## config.mk

```make
export PLATFORM = sky130hd
export DESIGN_NAME = cache_ctrl
export DESIGN_NICKNAME = d
export VERILOG_FILES = /design/src/rtl/cache_ctrl.sv
export SDC_FILE = /design/constraint.sdc
export NUM_CORES = 1
export LEC_CHECK = 0
export BUFFER_PORTS_ARGS = -buffer_cell sky130_fd_sc_hd__buf_4
export CORE_UTILIZATION = 35
export DETAILED_ROUTE_END_ITERATION = 12
export PLACE_DENSITY = 0.61
export SLEW_MARGIN = 20
export SYNTH_ARGS = -nofsm -noshare
export SYNTH_HDL_FRONTEND = slang
export SYNTH_SLANG_ARGS = --single-unit
```

## constraint.sdc

```tcl
create_clock -name clk -period 2.3 [get_ports clk]
set_input_delay 0.575 -clock clk [delete_from_list [all_inputs] [get_ports clk]]
set_output_delay 0.575 -clock clk [all_outputs]
set_load 0.02 [all_outputs]
```

## src/rtl/cache_ctrl.sv

```systemverilog
// Write-back, write-allocate cache controller driving a single cache `set` block.
// One outstanding CPU request; a miss writes back a dirty victim, fills four words, then retries.
module cache_ctrl #(
  parameter int TAG_W   = 5,
  parameter int INDEX_W = 3,
  parameter int DATA_W  = 16,
  parameter int WORDS   = 4
) (
  input  logic                     clk,
  input  logic                     rst_n,
  input  logic                     cpu_req,
  input  logic                     cpu_we,
  input  logic [TAG_W+INDEX_W+1:0] cpu_addr,
  input  logic [DATA_W-1:0]        cpu_wdata,
  output logic [DATA_W-1:0]        cpu_rdata,
  output logic                     cpu_ready,
  output logic                     cpu_busy,
  output logic [INDEX_W-1:0]       set_index,
  output logic                     set_enable,
  output logic [1:0]               set_word,
  output logic                     set_cmp,
  output logic                     set_write,
  output logic [TAG_W-1:0]         set_tag,
  output logic [DATA_W-1:0]        set_data_in,
  output logic                     set_valid_in,
  input  logic                     set_hit,
  input  logic                     set_dirty,
  input  logic                     set_valid,
  input  logic                     set_ack,
  input  logic [TAG_W-1:0]         set_tag_out,
  input  logic [DATA_W-1:0]        set_data_out,
  output logic                     mem_req,
  output logic                     mem_we,
  output logic [TAG_W+INDEX_W+1:0] mem_addr,
  output logic [DATA_W-1:0]        mem_wdata,
  input  logic [DATA_W-1:0]        mem_rdata,
  input  logic                     mem_ack
);

  localparam int         ADDR_W    = TAG_W + INDEX_W + 2;
  localparam logic [1:0] LAST_WORD = 2'(WORDS - 1);

  typedef enum logic [2:0] {
    S_IDLE, S_COMPARE, S_WB_RD, S_WB_MEM, S_FILL_MEM, S_FILL_WR, S_DONE
  } state_t;

  logic [TAG_W-1:0]   w_req_tag;
  logic [INDEX_W-1:0] w_req_index;
  logic [1:0]         w_req_word;

  assign w_req_tag   = cpu_addr[ADDR_W-1 -: TAG_W];
  assign w_req_index = cpu_addr[2 +: INDEX_W];
  assign w_req_word  = cpu_addr[1:0];

  state_t             r_state;
  logic [1:0]         r_cnt;
  logic               r_we;
  logic [TAG_W-1:0]   r_tag;
  logic [1:0]         r_word;
  logic [DATA_W-1:0]  r_wdata;
  logic [TAG_W-1:0]   r_victim_tag;
  logic [DATA_W-1:0]  r_data;
  logic               r_retry;

  logic [DATA_W-1:0]  r_cpu_rdata;
  logic               r_cpu_ready;
  logic               r_cpu_busy;
  logic [INDEX_W-1:0] r_set_index;
  logic               r_set_enable;
  logic [1:0]         r_set_word;
  logic               r_set_cmp;
  logic               r_set_write;
  logic [TAG_W-1:0]   r_set_tag;
  logic [DATA_W-1:0]  r_set_data_in;
  logic               r_set_valid_in;
  logic               r_mem_req;
  logic               r_mem_we;
  logic [ADDR_W-1:0]  r_mem_addr;
  logic [DATA_W-1:0]  r_mem_wdata;

  assign cpu_rdata    = r_cpu_rdata;
  assign cpu_ready    = r_cpu_ready;
  assign cpu_busy     = r_cpu_busy;
  assign set_index    = r_set_index;
  assign set_enable   = r_set_enable;
  assign set_word     = r_set_word;
  assign set_cmp      = r_set_cmp;
  assign set_write    = r_set_write;
  assign set_tag      = r_set_tag;
  assign set_data_in  = r_set_data_in;
  assign set_valid_in = r_set_valid_in;
  assign mem_req      = r_mem_req;
  assign mem_we       = r_mem_we;
  assign mem_addr     = r_mem_addr;
  assign mem_wdata    = r_mem_wdata;

  // Each set/memory state raises its strobe on entry (strobe is low then) and drops it on the
  // ack edge, so every access is separated from the next by at least one idle cycle.
  // NOTE: all state and outputs use non-blocking assignments so every register sees the
  // pre-edge values of its neighbours, independent of statement order.
  always_ff @(posedge clk or negedge rst_n) begin
    if (!rst_n) begin
      r_state        <= S_IDLE;
      r_cnt          <= '0;
      r_we           <= 1'b0;
      r_tag          <= '0;
      r_word         <= '0;
      r_wdata        <= '0;
      r_victim_tag   <= '0;
      r_data         <= '0;
      r_retry        <= 1'b0;
      r_cpu_rdata    <= '0;
      r_cpu_ready    <= 1'b0;
      r_cpu_busy     <= 1'b0;
      r_set_index    <= '0;
      r_set_enable   <= 1'b0;
      r_set_word     <= '0;
      r_set_cmp      <= 1'b0;
      r_set_write    <= 1'b0;
      r_set_tag      <= '0;
      r_set_data_in  <= '0;
      r_set_valid_in <= 1'b0;
      r_mem_req      <= 1'b0;
      r_mem_we       <= 1'b0;
      r_mem_addr     <= '0;
      r_mem_wdata    <= '0;
    end else begin
      case (r_state)
        S_IDLE: begin
          if (cpu_req) begin
            r_we        <= cpu_we;
            r_tag       <= w_req_tag;
            r_word      <= w_req_word;
            r_wdata     <= cpu_wdata;
            r_set_index <= w_req_index;
            r_cpu_busy  <= 1'b1;
            r_retry     <= 1'b0;
            r_state     <= S_COMPARE;
          end
        end

        S_COMPARE: begin
          if (!r_set_enable) begin
            r_set_enable   <= 1'b1;
            r_set_cmp      <= 1'b1;
            r_set_write    <= r_we;
            r_set_tag      <= r_tag;
            r_set_word     <= r_word;
            r_set_data_in  <= r_wdata;
            r_set_valid_in <= 1'b1;
          end else if (set_ack) begin
            r_set_enable <= 1'b0;
            if (set_hit && set_valid) begin
              if (!r_we) r_cpu_rdata <= set_data_out;
              r_cpu_ready <= 1'b1;
              r_cpu_busy  <= 1'b0;
              r_state     <= S_DONE;
            end else begin
              r_victim_tag <= set_tag_out;
              r_cnt        <= '0;
              // A miss right after our own fill cannot have a legitimate dirty victim.
              r_state      <= (!r_retry && set_dirty && set_valid) ? S_WB_RD : S_FILL_MEM;
            end
          end
        end

        S_WB_RD: begin
          if (!r_set_enable) begin
            r_set_enable   <= 1'b1;
            r_set_cmp      <= 1'b0;
            r_set_write    <= 1'b0;
            r_set_valid_in <= 1'b0;
            r_set_tag      <= r_tag;
            r_set_word     <= r_cnt;
          end else if (set_ack) begin
            r_set_enable <= 1'b0;
            r_data       <= set_data_out;
            r_state      <= S_WB_MEM;
          end
        end

        S_WB_MEM: begin
          if (!r_mem_req) begin
            r_mem_req   <= 1'b1;
            r_mem_we    <= 1'b1;
            r_mem_addr  <= {r_victim_tag, r_set_index, r_cnt};
            r_mem_wdata <= r_data;
          end else if (mem_ack) begin
            r_mem_req <= 1'b0;
            r_cnt     <= (r_cnt == LAST_WORD) ? 2'd0 : r_cnt + 2'd1;
            r_state   <= (r_cnt == LAST_WORD) ? S_FILL_MEM : S_WB_RD;
          end
        end

        S_FILL_MEM: begin
          if (!r_mem_req) begin
            r_mem_req  <= 1'b1;
            r_mem_we   <= 1'b0;
            r_mem_addr <= {r_tag, r_set_index, r_cnt};
          end else if (mem_ack) begin
            r_mem_req <= 1'b0;
            r_data    <= mem_rdata;
            r_state   <= S_FILL_WR;
          end
        end

        S_FILL_WR: begin
          if (!r_set_enable) begin
            r_set_enable   <= 1'b1;
            r_set_cmp      <= 1'b0;
            r_set_write    <= 1'b1;
            r_set_valid_in <= 1'b1;
            r_set_tag      <= r_tag;
            r_set_word     <= r_cnt;
            r_set_data_in  <= r_data;
          end else if (set_ack) begin
            r_set_enable <= 1'b0;
            if (r_cnt == LAST_WORD) begin
              r_cnt   <= '0;
              r_retry <= 1'b1;
              r_state <= S_COMPARE;
            end else begin
              r_cnt   <= r_cnt + 2'd1;
              r_state <= S_FILL_MEM;
            end
          end
        end

        S_DONE: begin
          r_cpu_ready <= 1'b0;
          r_state     <= S_IDLE;
        end

        default: r_state <= S_IDLE;
      endcase
    end
  end

endmodule

```

==> impl_metrics.json <==
{
  "post_cts_resized": 0,
  "globalplace.congestion": 0.813,
  "power.leakage_nw": 3.61,
  "irDropWorstVdd_mv": 0.619,
  "synth_edf_count": 0,
  "fp.coreArea_um2": 15300,
  "critPathCapture": "mem_addr[5]",
  "max_freq_ghz": 0.518,
  "rsz0062_at_grt": "false",
  "routed.top_layer": "met4",
  "slowest_delay_ns": 0.55,
  "status": "complete, no violations",
  "ff2ff_path_depth": 5,
  "async_flop_share": 1.00,
  "path_clk_slew_ns": 0.05,
  "layout.nets": 662,
  "min_path_type": "in -> async",
  "yosysWarnings": 0,
  "wl_met1_um": 6040,
  "via_count": 3922,
  "die-area_um2": 16400,
  "cp-end-kind": "register",
  "timing.rr.end": "mem_addr[5]",
  "pre_cts_slack_ns": 0.366,
  "drc_errors": 0,
  "start_kind": "register",
  "via_per_inst": 4.84,
  "crit_start": "r_state[2]",
  "syn2layout_area_growth_pct": 35.3,
  "setup_tns_ns": 0,
  "power_density_nw_per_um2": 1460,
  "drt_pass1_iterations": 4,
  "cts_setup_buffers": 0,
  "grt_pass1_vias": 4150,
  "fin_worst_skew_ns": 0.0163,
  "hpwl_um": 9800,
  "crit_path_max_fanout": 15,
  "grt-ovfl-total": 0,
  "synthCells": 432,
  "die_x_um": 128,
  "finalHoldViolCount": 0,
  "cts_buffers": 17,
  "drv_cap": 0,
  "clock_latency_ns": 0.41,
  "h-tree-depth": 4,
  "wl_um": 13800,
  "worst_pin_slew_ns": 0.461,
  "wl_met3_um": 759,
  "wl_per_cell_um": 17.0,
  "start_util": 0.362,
  "grt_max_degree": 67,
  "ios": 148,
  "syn_area_um2": 5550,
  "finalCritPeriodShare": 0.840,
  "ys.flop_type": "dfrtp_1",
  "io_buffers": 147,
  "arrival_ns": 2.26,
  "num_antenna_cells": 0,
  "r2r_slack_ns": 0.37,
  "ys_ff_latch": 127,
  "drive_above_1_share": 0.469,
  "slew_violations": 0,
  "postSynthAreaPerCell_um2": 12.8,
  "antenna_found_initial": 0,
  "cts.sinks": 127,
  "synth_nets": 506,
  "cts_tree": "yes",
  "ant_nets": 0,
  "cp_slowest_cell": "dfrtp_2",
  "ys_seq_area_frac": 0.573,
  "slew_headroom": 0.692,
  "die_h_um": 128,
  "crit_chain": "or3b_2, a21oi_4, buf_4, nor2_1, a21oi_1",
  "wl_met2_um": 6750,
  "period_minus_slack_ns": 1.93,
  "drt_iter0_drc": 149,
  "reg2reg_from": "r_state[2]",
  "cts.hold.buffers_added": 0,
  "required_ns": 2.63,
  "clk_path_buf_depth": 2,
  "rows": 45,
  "setup_viol": 0,
  "grt_pass1_wl_um": 21900,
  "setup_ws_ns": 0.368,
  "root_buffer": "clkbuf_16",
  "grt_usage": 0.178,
  "path_class": "reg -> reg",
  "ys_types": 45
}
[cells in the final DEF (no fill, tap or decap), drive strengths merged, types with 2 or more instances in the layout]
| master | instances |
|---|---|
| a21oi | 52 |
| a22oi | 2 |
| a31oi | 2 |
| and3 | 2 |
| buf | 164 |
| clkbuf | 23 |
| clkinv | 5 |
| dfrtp | 127 |
| ha | 2 |
| inv | 7 |
| mux2 | 75 |
| mux2i | 41 |
| nand2 | 7 |
| nand2b | 3 |
| nand3 | 2 |
| nand4b | 2 |
| nor2 | 48 |
| nor2b | 3 |
| nor3 | 2 |
| nor3b | 2 |
| o211ai | 2 |
| o21ai | 7 |
| o22ai | 3 |
| or3b | 2 |
[power breakdown]
group	total [mW]	switching, mW	leakage [nW]	internal [mW]
Sequential	3.96	0.701	1.54	3.26
Combinational	4.53	2.37	1.80	2.16
Clock	2.45	0.903	0.268	1.55
Total	10.9	3.98	3.61	6.96
[area by class of cell]
class / count / area (um^2)
multi-input cells: 271 / 2200
fillers: 1407 / 7810
well taps: 211 / 264
flip-flops and latches: 127 / 3180
repair buffers: 164 / 1290
clock buffers: 23 / 478
inverters: 7 / 26.3
clock inverters: 7 / 62.6
[cells in the mapped netlist (3+ instances only)]
cell / count / area (um^2)
buf_2: 9 / 45.0
o22ai_1: 3 / 18.8
mux2i_1: 41 / 410
nand2_1: 6 / 22.5
nor2_1: 46 / 173
mux2_4: 10 / 150
inv_1: 7 / 26.3
a21oi_1: 46 / 230
dfrtp_1: 127 / 3180
nand2b_1: 3 / 18.8
buf_6: 4 / 45.0
nor2b_1: 3 / 18.8
o21ai_0: 7 / 35.0
clkbuf_1: 8 / 30.0
a21oi_2: 4 / 35.0
mux2_2: 65 / 732
buf_4: 5 / 37.5
[worst max-delay path: cells and delay by family, from the launching register on]
| kind | cells | cell delay [ns] |
|---|---|---|
| DFF | 1 | 0.55 |
| AOI/OAI and AO/OA | 2 | 0.46 |
| and+or+nand+nor | 2 | 0.58 |
| buffers and inverters | 1 | 0.26 |
[flip-flops by register name, summed over array words and instances (netlist names), 2 cells and up]
| name | count |
|---|---|
| mem_wdata | 16 |
| set_index | 3 |
| set_tag | 5 |
| r_state | 3 |
| set_word | 2 |
| r_victim_tag | 5 |
| r_wdata | 16 |
| r_word | 2 |
| set_data_in | 16 |
| mem_addr | 10 |
| cpu_rdata | 16 |
| r_data | 16 |
| r_cnt | 2 |
| r_tag | 5 |
[worst min-delay path by stage]
stage / from / endpoint / slack [ns] / depth (start not counted)
3_3_place_gp: cpu_busy / cpu_busy / 0.47 / 1
4_1_cts: rst_n / mem_addr[8] / 0.18 / 2
2_1_floorplan: rst_n / cpu_busy / 0.28 / 0
3_5_place_dp: cpu_busy / cpu_busy / 0.48 / 1
6_report: rst_n / mem_addr[8] / 0.17 / 2
5_1_grt: rst_n / set_tag[3] / 0.19 / 2
[stage by stage]
stage / cell area [um^2] / power [mW] / std cells / util / hold slack [ns]
after global routing: 7500 / 11.6 / 810 / 0.490 / 0.189
after detailed placement: 6960 / 8.57 / 780 / 0.455 / 0.480
after floorplan: 5550 / 6.80 / 432 / - / 0.279
after CTS: 7500 / 11.1 / 810 / 0.490 / 0.181
after global placement: 6960 / 8.45 / 780 / 0.455 / 0.466
final: 7500 / 10.9 / 810 / 0.490 / 0.172
[cells by family after synthesis]
| kind of cell | count (synthesis) | synth area share |
|---|---|---|
| compound gates | 74 | 0.0799 |
| fa+ha+maj | 2 | 0.00451 |
| buf+inv | 34 | 0.0338 |
| flops | 127 | 0.573 |
| mux | 116 | 0.233 |
| simple gates | 79 | 0.0756 |
[routing by layer]
layer	GRT usage	vias up
met1	0.227	1958
met4	0.0727	0
met2	0.283	107
met5	0	-
met3	0.0538	13
li1	-	1844
Power figures use the tool's default switching activity.
